==> config.mk <==
export PLATFORM = sky130hd
export DESIGN_NAME = pdm_mod
export DESIGN_NICKNAME = d
export VERILOG_FILES = /design/src/rtl/pdm_pkg.sv /design/src/rtl/pdm_sd2.sv /design/src/rtl/pdm_mod.sv
export SDC_FILE = /design/constraint.sdc
export NUM_CORES = 1
export LEC_CHECK = 0
export ABC_AREA = 1
export CORE_ASPECT_RATIO = 1.75
export CORE_UTILIZATION = 55
export CTS_CLUSTER_DIAMETER = 60
export CTS_CLUSTER_SIZE = 10
export DETAILED_ROUTE_END_ITERATION = 10
export GPL_TIMING_DRIVEN = 0
export HOLD_SLACK_MARGIN = 0.1
export PLACE_DENSITY = 0.72
export SETUP_SLACK_MARGIN = 0.2
export SYNTH_ARGS = -nofsm -noshare
export SYNTH_HDL_FRONTEND = slang
export SYNTH_HIERARCHICAL = 1
export SYNTH_SLANG_ARGS = --single-unit
==> constraint.sdc <==
create_clock -name clk -period 9.3 [get_ports clk]
set_input_delay 1.86 -clock clk [delete_from_list [all_inputs] [get_ports clk]]
set_output_delay 1.86 -clock clk [all_outputs]
set_load 0.01 [all_outputs]
==> src/rtl/pdm_pkg.sv <==
// Shared constants and the saturating-add helper for the PDM modulator.
// Optional dither is enabled by defining PDM_MOD_DITHER_EN.
package pdm_pkg;

  localparam int OVERSAMPLE_DEF = 32;
  localparam int PCM_W_DEF      = 12;

  // Integrator headroom above the PCM width
  localparam int ACC1_GUARD = 4;
  localparam int ACC2_GUARD = 8;

  // Working width for intermediate sums, wide enough that they never wrap
  localparam int SAT_W = 48;
  localparam logic signed [SAT_W-1:0] SAT_ONE  = 48'sd1;
  localparam logic signed [SAT_W-1:0] SAT_ZERO = 48'sd0;

  // Fibonacci LFSR x^16 + x^14 + x^13 + x^11 + 1
  localparam logic [15:0] LFSR_SEED = 16'hACE1;
  localparam logic [15:0] LFSR_TAPS = 16'hB400;

  function automatic logic signed [SAT_W-1:0] sat_add(
    input logic signed [SAT_W-1:0] a,
    input logic signed [SAT_W-1:0] b,
    input int                      w
  );
    logic signed [SAT_W-1:0] sum;
    logic signed [SAT_W-1:0] hi;
    logic signed [SAT_W-1:0] lo;
    sum = a + b;
    hi  = (SAT_ONE <<< (w - 1)) - SAT_ONE;
    lo  = -(SAT_ONE <<< (w - 1));
    if (sum > hi) begin
      return hi;
    end else if (sum < lo) begin
      return lo;
    end
    return sum;
  endfunction

endpackage

==> src/rtl/pdm_sd2.sv <==
// Second-order error-feedback sigma-delta core with saturating integrators.
// Defining PDM_MOD_DITHER_EN adds +/-1 LFSR dither ahead of the quantizer.
module pdm_sd2
  import pdm_pkg::*;
#(
  parameter int PCM_W = PCM_W_DEF
) (
  input  logic                    clk,
  input  logic                    rst,
  input  logic                    we,
  input  logic signed [PCM_W-1:0] x,
  output logic                    y
);

  localparam int A1_W = PCM_W + ACC1_GUARD;
  localparam int A2_W = PCM_W + ACC2_GUARD;
  localparam logic signed [SAT_W-1:0] FS = SAT_ONE <<< (PCM_W - 1);

  logic signed [A1_W-1:0]  acc1_q, acc1_d;
  logic signed [A2_W-1:0]  acc2_q, acc2_d;
  logic                    y_q, y_d;
  logic signed [SAT_W-1:0] x_w, fb_w, s1, s2, q_w;

`ifdef PDM_MOD_DITHER_EN
  logic [15:0] lfsr_q, lfsr_d;
`endif

  always_comb begin
    x_w  = SAT_W'(x);
    // Feedback comes from the previously emitted bit
    fb_w = y_q ? FS : -FS;
    s1   = sat_add(SAT_W'(acc1_q), x_w - fb_w, A1_W);
    s2   = sat_add(SAT_W'(acc2_q), s1 - fb_w, A2_W);
`ifdef PDM_MOD_DITHER_EN
    q_w    = s2 + (lfsr_q[0] ? SAT_ONE : -SAT_ONE);
    lfsr_d = lfsr_q;
    if (we) lfsr_d = {lfsr_q[14:0], ^(lfsr_q & LFSR_TAPS)};
`else
    q_w = s2;
`endif
    acc1_d = acc1_q;
    acc2_d = acc2_q;
    y_d    = y_q;
    if (we) begin
      acc1_d = s1[A1_W-1:0];
      acc2_d = s2[A2_W-1:0];
      y_d    = (q_w >= SAT_ZERO);
    end
  end

  always_ff @(posedge clk) begin
    if (rst) begin
      acc1_q <= '0;
      acc2_q <= '0;
      y_q    <= 1'b0;
`ifdef PDM_MOD_DITHER_EN
      lfsr_q <= LFSR_SEED;
`endif
    end else begin
      acc1_q <= acc1_d;
      acc2_q <= acc2_d;
      y_q    <= y_d;
`ifdef PDM_MOD_DITHER_EN
      lfsr_q <= lfsr_d;
`endif
    end
  end

  assign y = y_q;

endmodule

==> src/rtl/pdm_mod.sv <==
// PCM-to-PDM modulator top: sample handshake, oversampling phase counter, sample registers.
// PDM_MOD_DITHER_EN (see pdm_sd2) enables quantizer dither.
module pdm_mod
  import pdm_pkg::*;
#(
  parameter int OVERSAMPLE = OVERSAMPLE_DEF,
  parameter int PCM_W      = PCM_W_DEF
) (
  input  logic                    clk,
  input  logic                    rst,
  input  logic                    we,
  input  logic signed [PCM_W-1:0] pcm_in,
  input  logic                    pcm_valid,
  output logic                    pcm_ready,
  output logic                    pdm_out,
  output logic                    underrun
);

  localparam int PH_W = (OVERSAMPLE > 1) ? $clog2(OVERSAMPLE) : 1;
  localparam logic [PH_W-1:0] PH_LAST = PH_W'(OVERSAMPLE - 1);

  logic [PH_W-1:0]         phase_q, phase_d;
  logic signed [PCM_W-1:0] hold_q, hold_d;
  logic signed [PCM_W-1:0] cur_q, cur_d;
  logic                    hold_full_q, hold_full_d;
  logic                    underrun_q, underrun_d;
  logic                    accept, boundary, bypass;

  assign pcm_ready = !hold_full_q;
  assign accept    = pcm_valid && pcm_ready;
  assign boundary  = we && (phase_q == PH_LAST);
  assign bypass    = boundary && !hold_full_q && accept;

  always_comb begin
    phase_d     = phase_q;
    hold_d      = hold_q;
    hold_full_d = hold_full_q;
    cur_d       = cur_q;
    underrun_d  = underrun_q;
    if (we) phase_d = (phase_q == PH_LAST) ? '0 : phase_q + PH_W'(1);
    if (boundary) begin
      if (hold_full_q) begin
        cur_d       = hold_q;
        hold_full_d = 1'b0;
      end else if (accept) begin
        cur_d = pcm_in;
      end else begin
        underrun_d = 1'b1;
      end
    end
    // A bypassed sample goes straight to cur and leaves hold empty
    if (accept && !bypass) begin
      hold_d      = pcm_in;
      hold_full_d = 1'b1;
    end
  end

  always_ff @(posedge clk) begin
    if (rst) begin
      phase_q     <= '0;
      hold_q      <= '0;
      hold_full_q <= 1'b0;
      cur_q       <= '0;
      underrun_q  <= 1'b0;
    end else begin
      phase_q     <= phase_d;
      hold_q      <= hold_d;
      hold_full_q <= hold_full_d;
      cur_q       <= cur_d;
      underrun_q  <= underrun_d;
    end
  end

  assign underrun = underrun_q;

  pdm_sd2 #(
    .PCM_W(PCM_W)
  ) u_sd2 (
    .clk(clk),
    .rst(rst),
    .we (we),
    .x  (cur_q),
    .y  (pdm_out)
  );

endmodule
==> flow_metrics.tcl, run 1 <==
set metrics [dict create \
    layout.nets 1945 \
    core_sq_um 17970 \
    crit_slowest_cell "dfxtp_1" \
    routed_wl_mm 31.64 \
    cts_buffers 9 \
    initial_utilization 0.5611 \
    path_max_fanout 12 \
    ioPinCount 19 \
    required_ns 9.53 \
    place_congestion 0.9871 \
    cp_data_arrival_time_ns 7.80 \
    die_h_um 181.1 \
    postCtsSetupBuffers 0 \
    end_kind "flop" \
    finalMaxSlewViolations 0 \
    cts_root_buf "clkbuf_16" \
    fmax_ghz 0.1321 \
    finalCritPeriodShare 0.8140 \
    rsz0062_at_grt "no" \
    io_buffers 18 \
    seq_area_frac_synth 0.1350 \
    finClkSkew_ns 0.006535 \
    synthesis.area_sq_um 10080 \
    grt_max_degree 28 \
    finalSetupTns_ns 0 \
    crit_path_start_kind "flop" \
    pre_cts_slack_ns 1.792 \
    synth_common_cells "nand2_1, inv_1, nor2_1" \
    synth-edff-count 0 \
    ys.flop_type "dfxtp_1" \
    initialDrtViolationCount 425 \
    hold_class "flop to flop" \
    synth_top_area_share 0.2203 \
    maxCapViolCount 0 \
    synth_nets 1914 \
    diodes 0 \
    synthCells 1769 \
    cts_sinks 68 \
    path_delay_family "simple AND/OR/NAND/NOR gates" \
    drive_gt1_frac 0.05983 \
    ys_ff_latch 68 \
    clk_pin_slew_ns 0.06 \
    via_per_inst 5.008 \
    ys_types 43 \
    avgSynthCellArea_sq_um 5.701 \
    yosysTopAreaCell "nand2_1" \
    drc 0 \
    grt_antenna_before_repair 0 \
    setup_violations 0 \
    grt.total_usage 0.3481 \
    first_pass_iters 5 \
    cp_common_cell "nand2_1" \
    worstSetupPathType "flop to flop" \
    final_util 0.6068 \
    clock_path_buffers 2 \
    grt_pass1_wl_mm 50.24 \
    postCtsResizedCells 0 \
    path_buf_inv 6 \
    die_area_sq_um 18900 \
    tightest_slew_ns 0.8311 \
    timing.final.ws_setup_ns 1.730 \
    tritoncts "yes" \
    hpwlAfterDp_mm 27.38 \
    maxSlewHeadroom 0.4452 \
    clock_latency_ns 0.34 \
    hold_slack_ns 0.4824 \
    hold_viol 0 \
    vias 10210 \
    area_growth_pct 8.139 \
    status "finished, final reports clean" \
    wl_per_cell_um 15.52 \
    synth.area.top_cells "nand2_1, inv_1, dfxtp_1" \
    slowest_delay_ns 0.86 \
    rows 65 \
    async_reset_ff_frac 0 \
    die_x_um 104.4 \
    h-tree-depth 3 \
    grt_overflow 0 \
    yosys_warnings 6 \
    drtAntennaViolNets 0 \
    cts_hold_buf 0 \
    grt_pass1_vias 10440 \
    yosysMostFrequentCell "nand2_1" \
    finalCriticalPeriod_ns 7.570 \
]
## final cells by class
type / instances / area (sq um)
fill: 1885 / 7068
inverter: 435 / 1633
clock inverter: 7 / 82.58
sequential: 68 / 1361
multi-input combinational: 1236 / 6920
buffer: 30 / 170.2
clock buffer: 9 / 225.2
timing repair buffer: 20 / 220.2
tap: 234 / 292.8
## tightest hold or removal path, delay by kind of cell (launching register included)
kind,cells,cell delay [ns]
buf+inv,1,0.05
compound gates,1,0.08
flops,1,0.33
## layer usage
layer | GRT usage | up-vias | wire, um | part of all wire
met5 | 0 | - | 0 | 0
met4 | 0.4240 | 0 | 4616 | 0.15
met3 | 0.03355 | 158 | 726 | 0.023
met2 | 0.6633 | 227 | 16110 | 0.51
met1 | 0.2767 | 4458 | 10190 | 0.32
li1 | - | 5368 | - | -
## layout by cell type, fill, tap and decap left out, drive strengths merged, types with 4 or more instances in the layout
cell	instances
a21oi	97
a31oi	5
buf	17
clkbuf	24
clkdlybuf4s50	18
clkinv	6
dfxtp	68
fa	40
ha	89
inv	435
nand2	615
nand3	85
nand3b	5
nand4	22
nor2	170
o211ai	13
o21ai	45
o21bai	4
xnor2	12
xor2	21
## final timing paths
kind	endpoint	from	cells after the start	slack, ns
hold / removal	u_sd2/acc1_q[4]	u_sd2/acc1_q[4]	2	0.48
hold reg to reg	u_sd2/acc1_q[4]	u_sd2/acc1_q[4]	2	0.48
setup reg to reg	u_sd2/acc2_q[10]	u_sd2/y	31	1.73
setup / recovery	u_sd2/acc2_q[10]	u_sd2/y	31	1.73
## metrics by stage
step / cell area (sq um) / instances
2_1_floorplan: 10080 / 1769
3_3_place_gp: 10560 / 2021
3_5_place_dp: 10600 / 2023
4_1_cts: 10910 / 2039
5_1_grt: 10910 / 2039
6_report: 10910 / 2039
## cell families (layout without fill, tap and decap cells)
logic type	count (synthesis)	after routing	share of synthesized area
buffers and inverters	465	501	0.1788
DFF	68	68	0.1350
AOI/OAI and AO/OA	169	169	0.09504
adders and majority gates	129	129	0.1898
xor gates and xnor gates	33	33	0.02866
and+or+nand+nor	905	905	0.3727
## registers in the layout, indices dropped and copies added (netlist names)
signal and count:
u_sd2/acc1_q 16, hold_full_q 1, underrun 1, u_sd2/acc2_q 20, cur_q 12, hold_q 12, phase_q 5, u_sd2/y 1
Power of run 1 is not shown: default switching activity piles up to over one toggle a cycle in this logic, so the estimate is an artifact.
==> run 2, diff against run 1 <==
==> constraint.sdc (replaced) <==
create_clock -name clk -period 7.8 [get_ports clk]
set_input_delay 1.56 -clock clk [delete_from_list [all_inputs] [get_ports clk]]
set_output_delay 1.56 -clock clk [all_outputs]
set_load 0.01 [all_outputs]
==> flow_metrics.tcl, run 2 (same netlist as run 1, synthesis figures left out) <==
set metrics [dict create \
    status "finished, final reports clean" \
    path_buf_inv 6 \
    die_x_um 104.4 \
    die_h_um 181.1 \
    final_cells 2039 \
    wl_per_cell_um 15.51 \
    hpwlAfterDp_mm 27.38 \
    dr_wl_met2_mm 16.11 \
    cts_root_buf "clkbuf_16" \
    grt_overflow 0 \
    clock_path_buffers 2 \
    h-tree-depth 3 \
    drc 0 \
    required_ns 8.03 \
    maxCapViolCount 0 \
    cts_hold_buf 0 \
    finalSetupTns_ns 0 \
    drtAntennaViolNets 0 \
    finalCriticalPeriod_ns 6.964 \
    path_max_fanout 12 \
    crit_path_start_kind "flop" \
    final_common_cell "nand2_1" \
    finalMaxSlewViolations 0 \
    tightest_slew_ns 0.7136 \
    dr.max_layer_used "met4" \
    initial_utilization 0.5611 \
    grt_pass1_wl_mm 50.24 \
    clock_latency_ns 0.34 \
    hold_slack_ns 0.4824 \
    slowest_delay_ns 0.61 \
    fill_cells 1884 \
    vias 10210 \
    diodes 0 \
    io_buffers 18 \
    wl_met3_um 727 \
    routed_wl_mm 31.64 \
    grt.total_usage 0.3481 \
    finalCritPeriodShare 0.8928 \
    core_sq_um 17970 \
    layout.nets 1945 \
    via_per_inst 5.009 \
    initialDrtViolationCount 425 \
    cts_sinks 68 \
    wl_met1_mm 10.19 \
    clk_pin_slew_ns 0.06 \
    cp_data_arrival_time_ns 7.19 \
    tritoncts "yes" \
    top_regs "u_sd2/acc2_q (20), u_sd2/acc1_q (16)" \
    ioPinCount 19 \
    cts_buffers 9 \
    largest_reg_flops 20 \
    grt_pass1_vias 10440 \
    drive_gt1_frac 0.06094 \
    grt_antenna_before_repair 0 \
    path_delay_family "simple AND/OR/NAND/NOR gates" \
    worstSetupPathType "flop to flop" \
    place_congestion 0.9871 \
    hold_class "flop to flop" \
    end_kind "flop" \
    rsz0062_at_grt "no" \
    die_area_sq_um 18900 \
    finClkSkew_ns 0.006535 \
    top_register "u_sd2/acc2_q" \
    final_cell_mix "nand2_1, inv_1, nor2_1, ha_1, a21oi_1" \
    setup_violations 0 \
    first_pass_iters 5 \
    fmax_ghz 0.1436 \
    cp_common_cell "nand2_1" \
    maxSlewHeadroom 0.5243 \
    hold_viol 0 \
    final_util 0.6069 \
    area_growth_pct 8.164 \
    grt_max_degree 28 \
    dp.cells 2023 \
    rows 65 \
    crit_slowest_cell "dfxtp_2" \
]
[run 2: metrics by stage]
stage / worst slack (ns) / instance area (sq um)
3_3_place_gp: -0.8983 / 10560
4_1_cts: 0.2658 / 10910
5_1_grt: 0.3624 / 10910
6_report: 0.8362 / 10910
2_1_floorplan: 0.9309 / 10080
3_5_place_dp: 0.2917 / 10600
[run 2: worst paths after layout]
kind                   start                to  slack, ns  cells past startpoint
min reg2reg  u_sd2/acc1_q[4]   u_sd2/acc1_q[4]       0.48                      2
min          u_sd2/acc1_q[4]   u_sd2/acc1_q[4]       0.48                      2
max reg2reg          u_sd2/y  u_sd2/acc2_q[10]       0.84                     31
max                  u_sd2/y  u_sd2/acc2_q[10]       0.84                     31
[run 2: worst register-to-register path: cells and delay by family (launching register included)]
kind            cells  cell delay, ns
buf+inv             6            1.29
compound gates      3            0.53
simple gates       18            2.52
flops               1            0.61
fa+ha+maj           4            1.89
[run 2: timing repair]
| action | in CTS | in global routing |
|---|---|---|
| endpoints found under the setup margin | 0 | 19 |
| buffers inserted | 0 | 0 |
| endpoints found under the hold margin | 0 | 0 |
| gates resized for setup | 0 | 3 |
[run 2: final cells by class]
type,instances,area (sq um),area share
buffer,30,171.4,0.01571
inverter,435,1633,0.1497
clock inverter,7,82.58,0.007571
tap,234,292.8,0.02684
timing repair buffer,20,220.2,0.02019
clock buffer,9,225.2,0.02065
multi-input combinational,1236,6920,0.6344
sequential,68,1363,0.1249
[run 2: layer usage]
layer / track usage / vias to the layer above
met5: 0 / -
met1: 0.2767 / 4457
met2: 0.6633 / 231
li1: - / 5368
met3: 0.03355 / 158
met4: 0.4240 / 0
Power of run 2 is left out for the same reason.
==> run 3, diff against run 2 <==
--- a/config.mk
+++ b/config.mk
@@ -5,7 +5,6 @@
 export SDC_FILE = /design/constraint.sdc
 export NUM_CORES = 1
 export LEC_CHECK = 0
-export ABC_AREA = 1
 export CORE_ASPECT_RATIO = 1.75
 export CORE_UTILIZATION = 55
 export CTS_CLUSTER_DIAMETER = 60
@@ -14,6 +13,7 @@
 export GPL_TIMING_DRIVEN = 0
 export HOLD_SLACK_MARGIN = 0.1
 export PLACE_DENSITY = 0.72
+export REMOVE_ABC_BUFFERS = 1
 export SETUP_SLACK_MARGIN = 0.2
 export SYNTH_ARGS = -nofsm -noshare
 export SYNTH_HDL_FRONTEND = slang
==> constraint.sdc (replaced) <==
create_clock -name clk -period 8.5 [get_ports clk]
set_input_delay 1.7 -clock clk [delete_from_list [all_inputs] [get_ports clk]]
set_output_delay 1.7 -clock clk [all_outputs]
set_load 0.01 [all_outputs]
==> flow_metrics.tcl, run 3 <==
set metrics [dict create \
    status "finished, violations left" \
    violations "DRC" \
    yosysTopAreaCell "dfxtp_1" \
    worstSetupPathType "flop to flop" \
    clk_pin_slew_ns 0.06 \
    cts_root_buf "clkbuf_16" \
    ys_types 86 \
    met1_usage 0.2330 \
    yosysMostFrequentCell "inv_1" \
    hold_viol 0 \
    setup_violations 0 \
    synth.area.top_cells "dfxtp_1, ha_1, fa_1" \
    synthCells 1129 \
    clock_path_buffers 2 \
    core_sq_um 15800 \
    end_kind "flop" \
    cp_data_arrival_time_ns 8.27 \
    finalMaxSlewViolations 0 \
    met2_usage 0.5273 \
    wl_per_cell_um 15.85 \
    synthesis.area_sq_um 8832 \
    avgSynthCellArea_sq_um 7.823 \
    grt_max_degree 69 \
    synth-edff-count 0 \
    top_register "u_sd2/acc2_q" \
    path_max_fanout 9 \
    die_area_sq_um 16590 \
    via_per_inst 5.929 \
    routed_wl_mm 20.92 \
    hold_class "flop to flop" \
    synth_top_area_share 0.1541 \
    finClkSkew_ns 0.009343 \
    final_cell_mix "inv_1, nor2_1, ha_1, a21oi_1, dfxtp_1" \
    ys_ff_latch 68 \
    place_congestion 0.9449 \
    cts_buffers 9 \
    final_area_sq_um 9708 \
    vias 7826 \
    largest_reg_flops 20 \
    crit_path_start_kind "flop" \
    gr-usage-met3 0.01936 \
    drive_gt1_frac 0.1468 \
    finalSetupTns_ns 0 \
    grt_antenna_before_repair 0 \
    die_h_um 169.6 \
    ys.flop_type "dfxtp_1" \
    seq_area_frac_synth 0.1541 \
    synth_common_cells "inv_1, nor2_1, ha_1" \
    hpwlAfterDp_mm 15.91 \
    grt.total_usage 0.2521 \
    required_ns 8.76 \
    drc 4 \
    finalCriticalPeriod_ns 8.011 \
    crit_slowest_cell "fa_1" \
    rows 61 \
    placed_cell_area_sq_um 9067 \
    top_usage_layer "met2" \
    finalCritPeriodShare 0.9425 \
    cts_hold_buf 0 \
    cts_sinks 68 \
    first_pass_iters 7 \
    tightest_slew_ns 0.8782 \
    top_regs "u_sd2/acc2_q (20), u_sd2/acc1_q (16)" \
    diodes 0 \
    grt_overflow 0 \
    maxSlewHeadroom 0.4134 \
    die_x_um 97.80 \
    grt_pass1_wl_mm 34.22 \
    h-tree-depth 3 \
    clock_latency_ns 0.34 \
    slowest_delay_ns 0.48 \
    io_buffers 18 \
    async_reset_ff_frac 0 \
    maxCapViolCount 0 \
    initialDrtViolationCount 251 \
    tritoncts "yes" \
    drtAntennaViolNets 0 \
    initial_utilization 0.5590 \
    cp_common_cell "ha_1" \
    layout.nets 1272 \
    grt_pass1_vias 7668 \
    ioPinCount 19 \
    fmax_ghz 0.1248 \
    yosys_warnings 6 \
    area_growth_pct 9.916 \
    final_common_cell "inv_1" \
    rsz0062_at_grt "no" \
]
-- run 3: timing repair --
item | 4_1_cts | 5_1_grt
pin swaps | 2 | 12
gates resized for setup | 2 | 32
cloned | 0 | 1
endpoints found under the setup margin | 19 | 19
buffers inserted | 9 | 5
-- run 3: kinds of logic (layout without fill, tap and decap cells) --
group / count (synthesis) / after routing / share of synthesized area
fa+ha+maj: 129 / 129 / 0.2167
compound gates: 302 / 302 / 0.2510
buf+inv: 214 / 216 / 0.1007
xor+xnor: 51 / 51 / 0.05057
mux: 18 / 18 / 0.02040
simple gates: 347 / 347 / 0.2064
flops: 68 / 68 / 0.1541
-- run 3: per-layer routing --
metal,up-vias,share of wire
met4,0,0.046
li1,3899,-
met2,116,0.57
met5,-,0
met1,3747,0.37
met3,64,0.016
-- run 3: metrics by stage --
step / setup slack, ns / hold WS [ns] / utilization / std cells
finish: 0.4887 / 0.4727 / 0.6145 / 1320
global route: 0.1382 / 0.4953 / 0.6145 / 1320
CTS: 0.2796 / 0.4752 / 0.6016 / 1314
detailed placement: -1.088 / 0.4653 / 0.5739 / 1290
global placement: -4.690 / 0.4499 / 0.5676 / 1284
floorplan: -1.232 / 0.4473 / - / 1077
-- run 3: layout make-up --
type | instances | area (sq um)
tap | 189 | 236.5
fill | 1452 | 6091
timing repair buffer | 39 | 446.7
inverter | 162 | 608.1
multi-input combinational | 847 | 6736
clock buffer | 9 | 225.2
clock inverter | 6 | 90.09
sequential | 68 | 1365
-- run 3: worst paths after layout --
kind             start          endpoint  slack (ns)  depth (start not counted)
max           cur_q[2]  u_sd2/acc2_q[16]        0.49                         35
min reg2reg  hold_q[9]         hold_q[9]        0.47                          2
max reg2reg   cur_q[2]  u_sd2/acc2_q[16]        0.49                         35
min          hold_q[9]         hold_q[9]        0.47                          2
-- run 3: worst max-delay path: cells and delay by family (launching register included) --
kind	cells	cell delay, ns
compound gates	16	3.60
xor+xnor	1	0.20
fa+ha+maj	5	1.89
buf+inv	5	0.51
flops	1	0.34
simple gates	8	1.39
Power of run 3 is left out for the same reason.
